===== config.mk =====
export PLATFORM = sky130hd
export DESIGN_NAME = fetch_stage
export DESIGN_NICKNAME = d
export VERILOG_FILES = /design/src/rtl/fetch_stage.sv
export SDC_FILE = /design/constraint.sdc
export NUM_CORES = 1
export LEC_CHECK = 0
export CAP_MARGIN = 20
export CORE_AREA = 2 2 93 95
export DETAILED_ROUTE_END_ITERATION = 10
export DIE_AREA = 0 0 95 97
export DONT_BUFFER_PORTS = 1
export PLACE_DENSITY = 0.75
export SLEW_MARGIN = 0
export SYNTH_ARGS = -nofsm -noshare
export SYNTH_HDL_FRONTEND = slang
export SYNTH_SLANG_ARGS = --single-unit

===== constraint.sdc =====
create_clock -name clk -period 2.1 [get_ports clk]
set_clock_uncertainty 0.1 [all_clocks]
set_input_delay 0.63 -clock clk [delete_from_list [all_inputs] [get_ports clk]]
set_output_delay 0.63 -clock clk [all_outputs]
set_load 0.01 [all_outputs]

===== src/rtl/fetch_stage.sv =====
// Instruction fetch stage: owns the PC, issues one outstanding word fetch at a time,
// and hands each instruction to decode through a valid/ready handshake.
module fetch_stage #(
   parameter logic [31:0] RESET_PC = 32'h0000_0000
) (
   input  logic        clk,
   input  logic        rst_n,
   output logic        imem_req,
   output logic [31:0] imem_addr,
   input  logic        imem_gnt,
   input  logic        imem_rvalid,
   input  logic [31:0] imem_rdata,
   input  logic        redirect,
   input  logic [31:0] redirect_pc,
   output logic        id_valid,
   input  logic        id_ready,
   output logic [31:0] id_instr,
   output logic [6:0]  id_opcode,
   output logic [31:0] id_pc,
   output logic [31:0] id_pc_plus4
);

   localparam logic [31:0] NOP = 32'h0000_0013;

   typedef enum logic [1:0] {
      REQ  = 2'd0,
      WAIT = 2'd1,
      HOLD = 2'd2,
      DROP = 2'd3
   } state_t;

   state_t      state_q;
   logic [31:0] pc_q;
   logic [31:0] instr_q;
   logic [31:0] id_pc_q;
   logic [31:0] target_d;
   logic [31:0] pc_plus4_d;

   assign target_d   = {redirect_pc[31:2], 2'b00};
   assign pc_plus4_d = pc_q + 32'd4;

   always_ff @(posedge clk) begin
      if (!rst_n) begin
         state_q <= REQ;
         pc_q    <= RESET_PC;
         instr_q <= NOP;
         id_pc_q <= RESET_PC;
      end else begin
         unique case (state_q)
            REQ: begin
               if (redirect) begin
                  pc_q    <= target_d;
                  state_q <= imem_gnt ? DROP : REQ;
               end else if (imem_gnt) begin
                  state_q <= WAIT;
               end
            end
            WAIT: begin
               if (redirect) begin
                  pc_q    <= target_d;
                  state_q <= imem_rvalid ? REQ : DROP;
               end else if (imem_rvalid) begin
                  instr_q <= imem_rdata;
                  id_pc_q <= pc_q;
                  pc_q    <= pc_plus4_d;
                  state_q <= HOLD;
               end
            end
            HOLD: begin
               if (redirect) begin
                  pc_q    <= target_d;
                  state_q <= REQ;
               end else if (id_ready) begin
                  state_q <= REQ;
               end
            end
            DROP: begin
               // The killed request's response still has to drain before a new request.
               if (redirect) pc_q <= target_d;
               if (imem_rvalid) state_q <= REQ;
            end
            default: state_q <= REQ;
         endcase
      end
   end

   // Request is gated by rst_n so nothing is issued while memory is held in reset.
   assign imem_req    = (state_q == REQ) && rst_n;
   assign imem_addr   = pc_q;
   assign id_valid    = (state_q == HOLD);
   assign id_instr    = instr_q;
   assign id_opcode   = instr_q[6:0];
   assign id_pc       = id_pc_q;
   assign id_pc_plus4 = id_pc_q + 32'd4;

endmodule


======== Yosys cells after proc, flatten, opt, wreduce, memory -nomap -nowiden ========
Index checks and enable logic that the tools add are counted.
Widths: inputs -> output; s select.
operators by class
  add/subtract/negate cells ............... 2
  multipliers ............................. 0
  div/mod/pow operators ................... 0
  order comparisons ....................... 0
  equality and inequality tests ........... 8
  shifts and indexed selects .............. 0
  mux-type cells .......................... 14
  bitwise operators ....................... 1
  reduce and logical (&&, ||, !) cells .... 6
operators by type and width
  kind                   count
  $mux 32                3
  $add 32x3->32 const B  2
  $pmux 32 s2            1
  $mux 2                 9
  $pmux 2 s4             1
  $ne 3x3->1 const B     2
  $eq 2x2->1 const B     2
  $reduce_and 4->1       1
  $ne 3x2->1 const B     1
  $reduce_and 3->1       1
  $reduce_or 3->1        1
  $eq 2x1->1 const B     1
  $logic_not 2->1        1
  $ne 2x1->1 const B     1
  $ne 2x2->1 const B     1
  $reduce_and 2->1       1
  $logic_and 1x1->1      1
  $not 1->1              1
word-level totals
  register bits ........................... 98
  latch bits .............................. 0
  RAM bits ................................ 0
  memory bits (read-only) ................. 0
  bits of input ports ..................... 70
  output and inout port bits .............. 137
  memories ................................ 0

======== Longest topological paths before layout ========
  word-level depth ........................ 4
  depth in mapped cells ................... 7

======== Worst setup path after synthesis ========
No wires, ideal clock.
  path type ............................... register to output
  start point ............................. register id_pc_q[4], in the netlist id_pc[4]
  end point ............................... output id_pc_plus4[29]
  data arrival time ....................... 1757 ps
  data required time ...................... 1370 ps
  slack ................................... -387 ps
  stages on the path, launching flop included .. 6
  path through ............................ dfxtp_1 > nand4_1 > nor4_2 > nand4_1 > nor3_1 > xor2_1
between the ends
  cells in the longest elaborated chain, start to end .. 1
RTL lines
  element                 line  RTL
  start, declared         35    logic [31:0] id_pc_q;
  start signal, assigned  64    id_pc_q <= pc_q;
  $add 32x3->32           94    assign id_pc_plus4 = id_pc_q + 32'd4;
  end, declared           20    output logic [31:0] id_pc_plus4
No other way between the ends.

======== Worst setup path after layout ========
  start point ............................. register id_pc_q[12], in the netlist id_pc[12]
  end point ............................... output id_pc_plus4[26]
The elaborated chain is that of the path after synthesis.

==> results by group <==
Critical path
  – CP required: 1370 ps
  – Critical Path AT: 2050 ps
  – Max stage delay on crit path: 350 ps
  – Worst r2r path cells: 5
  – Startpoint types: flip-flop
  – Crit-path slowest cell: dfxtp_2
  – CP endpoint kind: output port
  – Crit-path most repeated cell: nand4_1
  – Ordered cell list for the critical path: nand4_1 -> buf_6 -> nor4_4 -> nand4_1 -> nor2_1 -> xor2_1
  – Crit path kind: reg2out
  – Highest fanout seen on the critical path: 3

Global route
  – Pin count of the biggest net entering global routing: 51
  – Vias in the first global route: 4301
  – GRT Resource Usage Total: 0.294
  – GRT overflow: 0
  – First-pass GRT wire length: 21600 um
  – Initial antenna violation count: 1

Drt
  – Vias: 4693
  – DRT Pass-1 Iters: 5
  – Drt first-iter violations: 225
  – Wirelength per Cell: 18.4 um
  – Drt drc: 0
  – Drt total wl: 14400 um
  – Vias per Instance: 5.99
  – DRT antenna net count: 0

Place
  – Post-DP Area: 5290 um^2
  – GPL Wtd Cong: 0.869
  – IO buf count: 0
  – Post-DP HPWL: 9680 um
  – DP Worst Slack: -407 ps

Timing
  – Crit path time final: 2780 ps
  – Period utilization: 1.32
  – Endpoints failing setup: 26
  – Final hold vios: 0
  – Max Clk Rate: 0.359 GHz
  – Max_slew headroom: 0.663
  – Final setup margin: -682 ps
  – Worst-Margin Slew: 505 ps
  – RSZ-0062 raised after global routing: true
  – Final slew viol count: 0

Layout
  – Multi-input gate area: 2980 um^2
  – Fraction of layout cells with a size suffix above 1: 0.270
  – Register area: 1900 um^2
  – ANT cells: 0
  – Area grow syn2layout: 31.4%
  – Fin area: 6060 um^2
  – Number of nets in the layout: 745
  – FILL cells: 574

Synth
  – Ys async rst share: 0
  – Post-synth top flop: dfxtp_1
  – Yosys top cell area share: 0.408
  – Mean area per synthesized cell: 7.59 um^2
  – Seq cells post-synth: 94
  – Post-synth EDFFs: 0
  – Synthesis Warnings: 0
  – Synth top cells by count: nand2_1, dfxtp_1, a21oi_1
  – Count leader, synth: nand2_1
  – Synthesized area: 4620 um^2
  – Synth top area cells: dfxtp_1, nand2_1, a21oi_1
  – Unique masters post-synth: 52
  – Post-synthesis sequential area ratio: 0.408
  – Post-synthesis cell count: 608
  – Area leader, netlist: dfxtp_1

Run
  – MaxCap Viol Count: 0

Worst hold path
  – Hold path depth: 1
  – Type of the most critical hold path: in2reg

Run status
  – Failing checks: setup timing
  – Status: finished with violations

Clock tree
  – CTS clk-pin slew, worst paths: 100 ps
  – Clk sinks: 94
  – Clk buf depth: 2
  – Num CTS Buffers: 9
  – Max H-tree Level: 3
  – Clk Latency, worst-skew pair: 360 ps
  – Hold_buf cts: 0
  – CTS tree: done
  – Root Buffer: clkbuf_8

Power
  – PwrDens: 583 nW/um^2
  – Worst VDD drop: 0.000384 V
  – Pleak: 0.00234 uW

Floorplan
  – Site Rows: 33
  – Chip Height: 97 um
  – Initial Utilization: 0.567
  – Num ports: 207
  – Total core area: 8130 um^2
  – Total die area: 9220 um^2
  – Die Width: 95 um
-- cell usage in the layout, fill, tap and decap left out, types with 3 or more instances in the layout --
master,Yosys,routed
xnor2_1,23,6
o21ai_0,23,23
and3_1,5,5
or3_1,3,3
nor2_1,36,29
nor2_2,0,3
inv_1,8,8
nand3_4,0,5
buf_12,0,3
conb_1,1,6
nor3_1,12,9
dfxtp_1,94,85
a21oi_1,77,77
xnor2_2,0,9
buf_6,1,10
xor2_2,0,5
a31oi_1,4,4
dfxtp_2,0,5
and4_1,7,7
nand3_2,1,4
dfxtp_4,0,4
nand2_1,149,144
nand4_1,15,15
clkbuf_8,0,10
xor2_1,20,13
xnor2_4,0,8
buf_4,13,84
nor2_4,0,4
a211oi_1,10,10
nand3_1,27,19
nor4_1,4,4
-- metrics by stage --
step	TNS [ps]	hold WS [ps]	cells	power (uW)	utilization
detailed placement	-3590	392	753	2320	0.650
CTS	-10330	242	772	3530	0.719
floorplan	-1420	381	613	2210	-
global route	-13120	262	783	3670	0.745
finish	-11560	265	783	3540	0.745
global placement	-3050	386	753	2310	0.650
-- critical path, delay by kind of cell, from the launching register on --
family / cells / cell delay, ps
buffers and inverters: 1 / 150
XOR/XNOR: 1 / 300
flip-flops: 1 / 350
AND/OR/NAND/NOR: 4 / 880
-- sequential cells by signal, indices dropped and copies added, names as in the netlist --
signal / count
id_pc: 30
state_q: 2
id_instr: 32
imem_addr: 30
-- area by class of cell --
cell class / count / area share
Tap cell: 105 / 0.0217
Sequential cell: 94 / 0.314
Multi-Input combinational cell: 461 / 0.491
Clock buffer: 11 / 0.0233
Inverter: 9 / 0.00557
Clock inverter: 5 / 0.00949
Timing Repair Buffer: 98 / 0.135
-- power by group --
part | internal (uW) | switching [uW]
logic | 153 | 231
registers | 1840 | 75.3
clock network | 587 | 650
-- kinds of logic (layout without fill, tap and decap cells) --
| family | Yosys count | in the layout | synth area share |
|---|---|---|---|
| muxes | 2 | 2 | 0.00434 |
| buffers and inverters | 58 | 123 | 0.0602 |
| AOI/OAI and AO/OA | 127 | 127 | 0.153 |
| adders and majority gates | 2 | 2 | 0.00542 |
| other | 1 | 6 | 0.000812 |
| DFF | 94 | 94 | 0.408 |
| and+or+nand+nor | 281 | 281 | 0.287 |
| xor gates and xnor gates | 43 | 43 | 0.0816 |
-- timing repair --
item                       4_1_cts  5_1_grt
setup endpoints to repair       26       30
resized for setup               56       20
buffers inserted                 4       12
pin swaps                       28       17
cloned                           0        0
-- path summary, 6_finish.rpt --
kind                                    start               to  slack (ps)
worst min register to register   imem_addr[8]         id_pc[8]         400
worst min-delay path                    rst_n      id_instr[0]         270
worst max register to register  imem_addr[15]    imem_addr[31]          80
worst max-delay path                id_pc[12]  id_pc_plus4[26]        -680
-- per-layer routing --
layer,routed length (um),up-vias,track usage
met4,382,2,0.0881
li1,-,2202,-
met2,7330,224,0.517
met5,11,-,0
met3,1230,33,0.0685
met1,5430,2232,0.349
(Power assumes the default switching activity.)
